--- src/rtl/sysid_pkg.sv ---
// Shared word map, CAPS bit positions and uptime width for the sysid slave.
package sysid_pkg;

   localparam int unsigned ID_WORD      = 0;
   localparam int unsigned TS_WORD      = 1;
   localparam int unsigned UP_LO_WORD   = 2;
   localparam int unsigned UP_HI_WORD   = 3;
   localparam int unsigned SCRATCH_WORD = 4;
   localparam int unsigned CAPS_WORD    = 5;
   localparam int unsigned INFO_BASE    = 6;

   localparam int unsigned CAPS_NUM_INFO_LSB = 0;
   localparam int unsigned CAPS_UPTIME_BIT   = 8;

   localparam int unsigned UPTIME_W = 64;

endpackage

--- src/rtl/sysid_uptime_ctr.sv ---
// Free-running 64-bit uptime counter with synchronous clear and a hi-half
// snapshot captured whenever the lo half is read.
module sysid_uptime_ctr
   import sysid_pkg::*;
(
   input  logic        clock,
   input  logic        reset,
   input  logic        clear,
   input  logic        snap,
   output logic [31:0] count_lo,
   output logic [31:0] hi_snap
);

   logic [UPTIME_W-1:0] count_reg;
   logic [31:0]         hi_snap_reg;

   always_ff @(posedge clock or posedge reset) begin
      if (reset) begin
         count_reg   <= '0;
         hi_snap_reg <= '0;
      end else if (clear) begin
         count_reg   <= '0;
         hi_snap_reg <= '0;
      end else begin
         count_reg <= count_reg + 1'b1;
         // Hi half captured from the same pre-edge value the lo read returns.
         if (snap)
            hi_snap_reg <= count_reg[UPTIME_W-1:32];
      end
   end

   assign count_lo = count_reg[31:0];
   assign hi_snap  = hi_snap_reg;

endmodule

--- src/rtl/sysid_info_regs.sv ---
// System-identification Avalon-MM slave: ID, timestamp, caps, info words,
// scratch and optional uptime counter (enabled by defining SYSID_UPTIME_EN).
module sysid_info_regs
   import sysid_pkg::*;
#(
   parameter logic [31:0]            ID_VALUE   = 32'h0,
   parameter logic [31:0]            TIMESTAMP  = 32'h0,
   parameter int                     NUM_INFO   = 4,
   parameter logic [NUM_INFO*32-1:0] INFO_WORDS = '0,
   parameter int                     ADDR_W     = 5
) (
   input  logic              clock,
   input  logic              reset,
   input  logic [ADDR_W-1:0] address,
   input  logic              read,
   input  logic              write,
   input  logic [31:0]       writedata,
   input  logic [3:0]        byteenable,
   output logic [31:0]       readdata,
   output logic              readdatavalid
);

   logic        read_accept;
   logic        scratch_we;
   logic [31:0] scratch_reg;
   logic [31:0] scratch_next;
   logic [31:0] read_word;
   logic [31:0] caps_word;
   logic [31:0] uptime_lo;
   logic [31:0] uptime_hi;
   logic        uptime_present;
   logic [31:0] readdata_reg;
   logic        readdatavalid_reg;

   // A simultaneous write wins; the read is dropped entirely.
   assign read_accept = read && !write;
   assign scratch_we  = write && (address == ADDR_W'(SCRATCH_WORD));

`ifdef SYSID_UPTIME_EN
   assign uptime_present = 1'b1;

   sysid_uptime_ctr u_uptime (
      .clock    (clock),
      .reset    (reset),
      .clear    (write && (address == ADDR_W'(UP_LO_WORD))),
      .snap     (read_accept && (address == ADDR_W'(UP_LO_WORD))),
      .count_lo (uptime_lo),
      .hi_snap  (uptime_hi)
   );
`else
   assign uptime_present = 1'b0;
   assign uptime_lo      = '0;
   assign uptime_hi      = '0;
`endif

   genvar gi;
   generate
      for (gi = 0; gi < 4; gi++) begin : g_scratch_lane
         assign scratch_next[gi*8 +: 8] = (scratch_we && byteenable[gi])
                                          ? writedata[gi*8 +: 8]
                                          : scratch_reg[gi*8 +: 8];
      end
   endgenerate

   always_ff @(posedge clock or posedge reset) begin
      if (reset)
         scratch_reg <= '0;
      else
         scratch_reg <= scratch_next;
   end

   always_comb begin
      caps_word = '0;
      caps_word[CAPS_NUM_INFO_LSB +: 8] = 8'(NUM_INFO);
      caps_word[CAPS_UPTIME_BIT]        = uptime_present;
   end

   always_comb begin
      read_word = '0;
      case (address)
         ADDR_W'(ID_WORD):      read_word = ID_VALUE;
         ADDR_W'(TS_WORD):      read_word = TIMESTAMP;
         ADDR_W'(UP_LO_WORD):   read_word = uptime_lo;
         ADDR_W'(UP_HI_WORD):   read_word = uptime_hi;
         ADDR_W'(SCRATCH_WORD): read_word = scratch_reg;
         ADDR_W'(CAPS_WORD):    read_word = caps_word;
         default:               read_word = '0;
      endcase
      for (int k = 0; k < NUM_INFO; k++) begin
         if (address == ADDR_W'(INFO_BASE + k))
            read_word = INFO_WORDS[32*k +: 32];
      end
   end

   always_ff @(posedge clock or posedge reset) begin
      if (reset) begin
         readdata_reg      <= '0;
         readdatavalid_reg <= 1'b0;
      end else begin
         readdatavalid_reg <= read_accept;
         if (read_accept)
            readdata_reg <= read_word;
      end
   end

   assign readdata      = readdata_reg;
   assign readdatavalid = readdatavalid_reg;

endmodule
--- config.mk ---
export PLATFORM = sky130hd
export DESIGN_NAME = sysid_info_regs
export DESIGN_NICKNAME = d
export VERILOG_FILES = /design/src/rtl/sysid_pkg.sv /design/src/rtl/sysid_uptime_ctr.sv /design/src/rtl/sysid_info_regs.sv
export SDC_FILE = /design/constraint.sdc
export NUM_CORES = 1
export LEC_CHECK = 0
export CAP_MARGIN = 5
export CORE_MARGIN = 1
export CORE_UTILIZATION = 45
export DETAILED_ROUTE_END_ITERATION = 8
export PLACE_DENSITY = 0.77
export SYNTH_ARGS = -nofsm -noshare
export SYNTH_HDL_FRONTEND = slang
export SYNTH_SLANG_ARGS = --single-unit
export TNS_END_PERCENT = 1
--- constraint.sdc ---
create_clock -name clock -period 2.85 [get_ports clock]
set_clock_uncertainty 0.15 [all_clocks]
set_input_delay 0.4275 -clock clock [delete_from_list [all_inputs] [get_ports clock]]
set_output_delay 0.4275 -clock clock [all_outputs]
set_load 0.01 [all_outputs]
==> results.json <==
{
  "status": "finished clean",
  "stdcell_count": 376,
  "ios": 78,
  "regArea_sq_um": 1630,
  "overflow": 0,
  "dp.cells": 360,
  "netlist_area_sq_um": 2550,
  "yosysTopAreaCellShare_pct": 63.8,
  "maxCapViolCount": 0,
  "critical_path_class": "in2reg",
  "path_max_fanout": 8,
  "numCtsBuffers": 9,
  "multi_input_area_sq_um": 866,
  "utilization_pct": 65.8,
  "rsz0062_at_grt": "false",
  "hold_viol": 0,
  "grt_pass1_vias": 1854,
  "cpPeakStageDelay_ns": 0.76,
  "synth_edf_count": 0,
  "routed_wl_microns": 5310,
  "firstDrtPassIters": 4,
  "startpoint_type": "input port",
  "relSlewSlack_pct": 39.2,
  "synthToLayoutAreaGrowth_pct": 41.4,
  "yosys.cell_types.count": 14,
  "grt_use_total_pct": 20.0,
  "io_buffers": 77,
  "leakagePower_nw": 1.58,
  "pre_cts_ws_ns": 0.103,
  "n_antenna_cell": 0,
  "cp.arrival_ns": 2.45,
  "cts_buffer_depth": 2,
  "coreArea_sq_um": 5470,
  "grt_max_degree": 44,
  "synth_top_area_cell": "dfrtp_1",
  "nets": 344,
  "yosys_warnings": 0,
  "die_height_microns": 77.3,
  "setup_viol": 0,
  "slew_violations": 0,
  "drive_gt1_share_pct": 18.8,
  "post_dp_cell_area_sq_um": 3410,
  "crit_path_end_kind": "register",
  "fillers": 440,
  "tightest_slew_ns": 0.910,
  "drcViolationCount": 0,
  "die_x_microns": 77.3,
  "ir_drop_uv": 333,
  "vias": 1805,
  "drt_iter0_drc": 70,
  "h-tree-depth": 3,
  "cts_root_buf": "clkbuf_8",
  "min_path_type": "reg2reg",
  "design_area_sq_um": 3600,
  "syn_avg_cell_area_sq_um": 11.7,
  "grt_pass1_wl_microns": 8950,
  "clk-insertion-delay-late_ns": 0.34,
  "initial_core_util_pct": 46.6,
  "synthTopCellsByCount": "67 x nand2_1, 65 x dfrtp_1, 32 x mux2_2",
  "critical_path.cell_chain": "clkdlybuf4s50_1 > or4b_1 > nor3_4 > mux2_2",
  "max_freq_mhz": 420,
  "fin_crit_sh_pct": 83.6,
  "path_clk_slew_ns": 0.07,
  "cp_top_family": "simple AND/OR/NAND/NOR gates",
  "cp_num_buf_inv": 1,
  "yosysMostFrequentCell": "nand2_1",
  "fp-row-count": 27,
  "setup_tns_ns": 0,
  "ys_seq_elements": 65,
  "grt_antenna_before_repair": 0,
  "clock-sinks": 65,
  "setup_ws_ns": 0.468,
  "cts_setup_buffers": 0,
  "via_per_inst": 4.80,
  "gp_congestion": 0.699,
  "power.density_nw_per_um2": 542,
  "synth_flop_cell": "dfrtp_1",
  "layout_min_cycle_time_ns": 2.38,
  "required_ns": 2.92,
  "syn-num-nets": 263,
  "dieArea_sq_um": 5970,
  "synthArstFlopShare_pct": 100,
  "crit_path_top_delay_cell": "or4b_1",
  "syn_inst": 218,
  "yosysSeqAreaShare_pct": 63.8,
  "drtAntennaViolNets": 0,
  "place_hpwl_microns": 3590,
  "tritoncts": "done",
  "hold_buffers": 0,
  "post_cts_resized": 0,
  "synthTopCellsByArea": "dfrtp_1 64%, mux2_2 14%, nand2_1 9.9%, o21ai_0 5.7%, nor3_4 2.6%",
  "wl_per_cell_microns": 14.1
}
[logic make-up (layout without fill, tap and decap cells)]
group | count (synthesis) | after routing | synth area share [%]
compound gates | 32 | 32 | 6.38
buf+inv | 14 | 100 | 2.21
flops | 65 | 65 | 63.8
mux | 32 | 32 | 14.1
simple gates | 75 | 75 | 13.5
[layer usage]
layer  global-route usage [%]  vias up  share of wire [%]
li1                         -      879                  -
met1                     24.4      866                 43
met2                     32.0       53                 49
met3                     7.38        7                6.5
met4                     7.92        0               0.89
met5                        0        -                  0
[tightest hold or removal path, stage by stage (launching register included)]
cell     delay (ns)
dfrtp_1        0.34
nand2_1        0.04
o21ai_0        0.06
[worst paths after layout]
| check | start | end | slack (ns) | depth (start not counted) |
|---|---|---|---|---|
| max reg2reg | scratch_reg[23] | scratch_reg[23] | 1.93 | 1 |
| max | address[1] | scratch_reg[12] | 0.47 | 4 |
| min | readdata[15] | readdata[15] | 0.33 | 2 |
| min reg2reg | readdata[15] | readdata[15] | 0.33 | 2 |
| min in group asynchronous | reset | readdata[14] | 0.46 | 2 |
| max in group asynchronous | reset | scratch_reg[0] | 1.46 | 3 |
[stage by stage]
| step | hold WS (ns) | total power [mW] |
|---|---|---|
| finish | 0.325 | 1.95 |
| floorplan | 0.331 | 1.13 |
| global route | 0.355 | 2.04 |
| detailed placement | 0.319 | 1.23 |
| global placement | 0.310 | 1.22 |
| CTS | 0.334 | 1.97 |
[final cells by class]
cell class	count	share of cell area (%)
clock inverters	2	0.278
flip-flops and latches	65	45.1
multi-input cells	139	24.0
clock buffers	14	5.07
inverters	2	0.208
well taps	72	2.50
repair buffers	82	22.8
[layout by cell type, fill, tap and decap left out]
master	n
mux2_2	32
or4b_1	1
buf_4	4
clkbuf_8	13
clkinv_2	2
nor2_1	1
or2_1	1
buf_12	1
nor3_4	4
nand2_1	67
inv_1	1
o21ai_1	2
o31ai_1	1
nand2b_1	1
o21ai_0	29
dfrtp_1	65
inv_2	1
clkbuf_1	1
clkdlybuf4s50_1	77
[power by group]
group	total (mW)	internal, mW	switching [mW]
Combinational	0.191	0.116	0.0751
Clock	0.740	0.408	0.332
Sequential	1.02	0.987	0.0324
(Power assumes the default switching activity.)
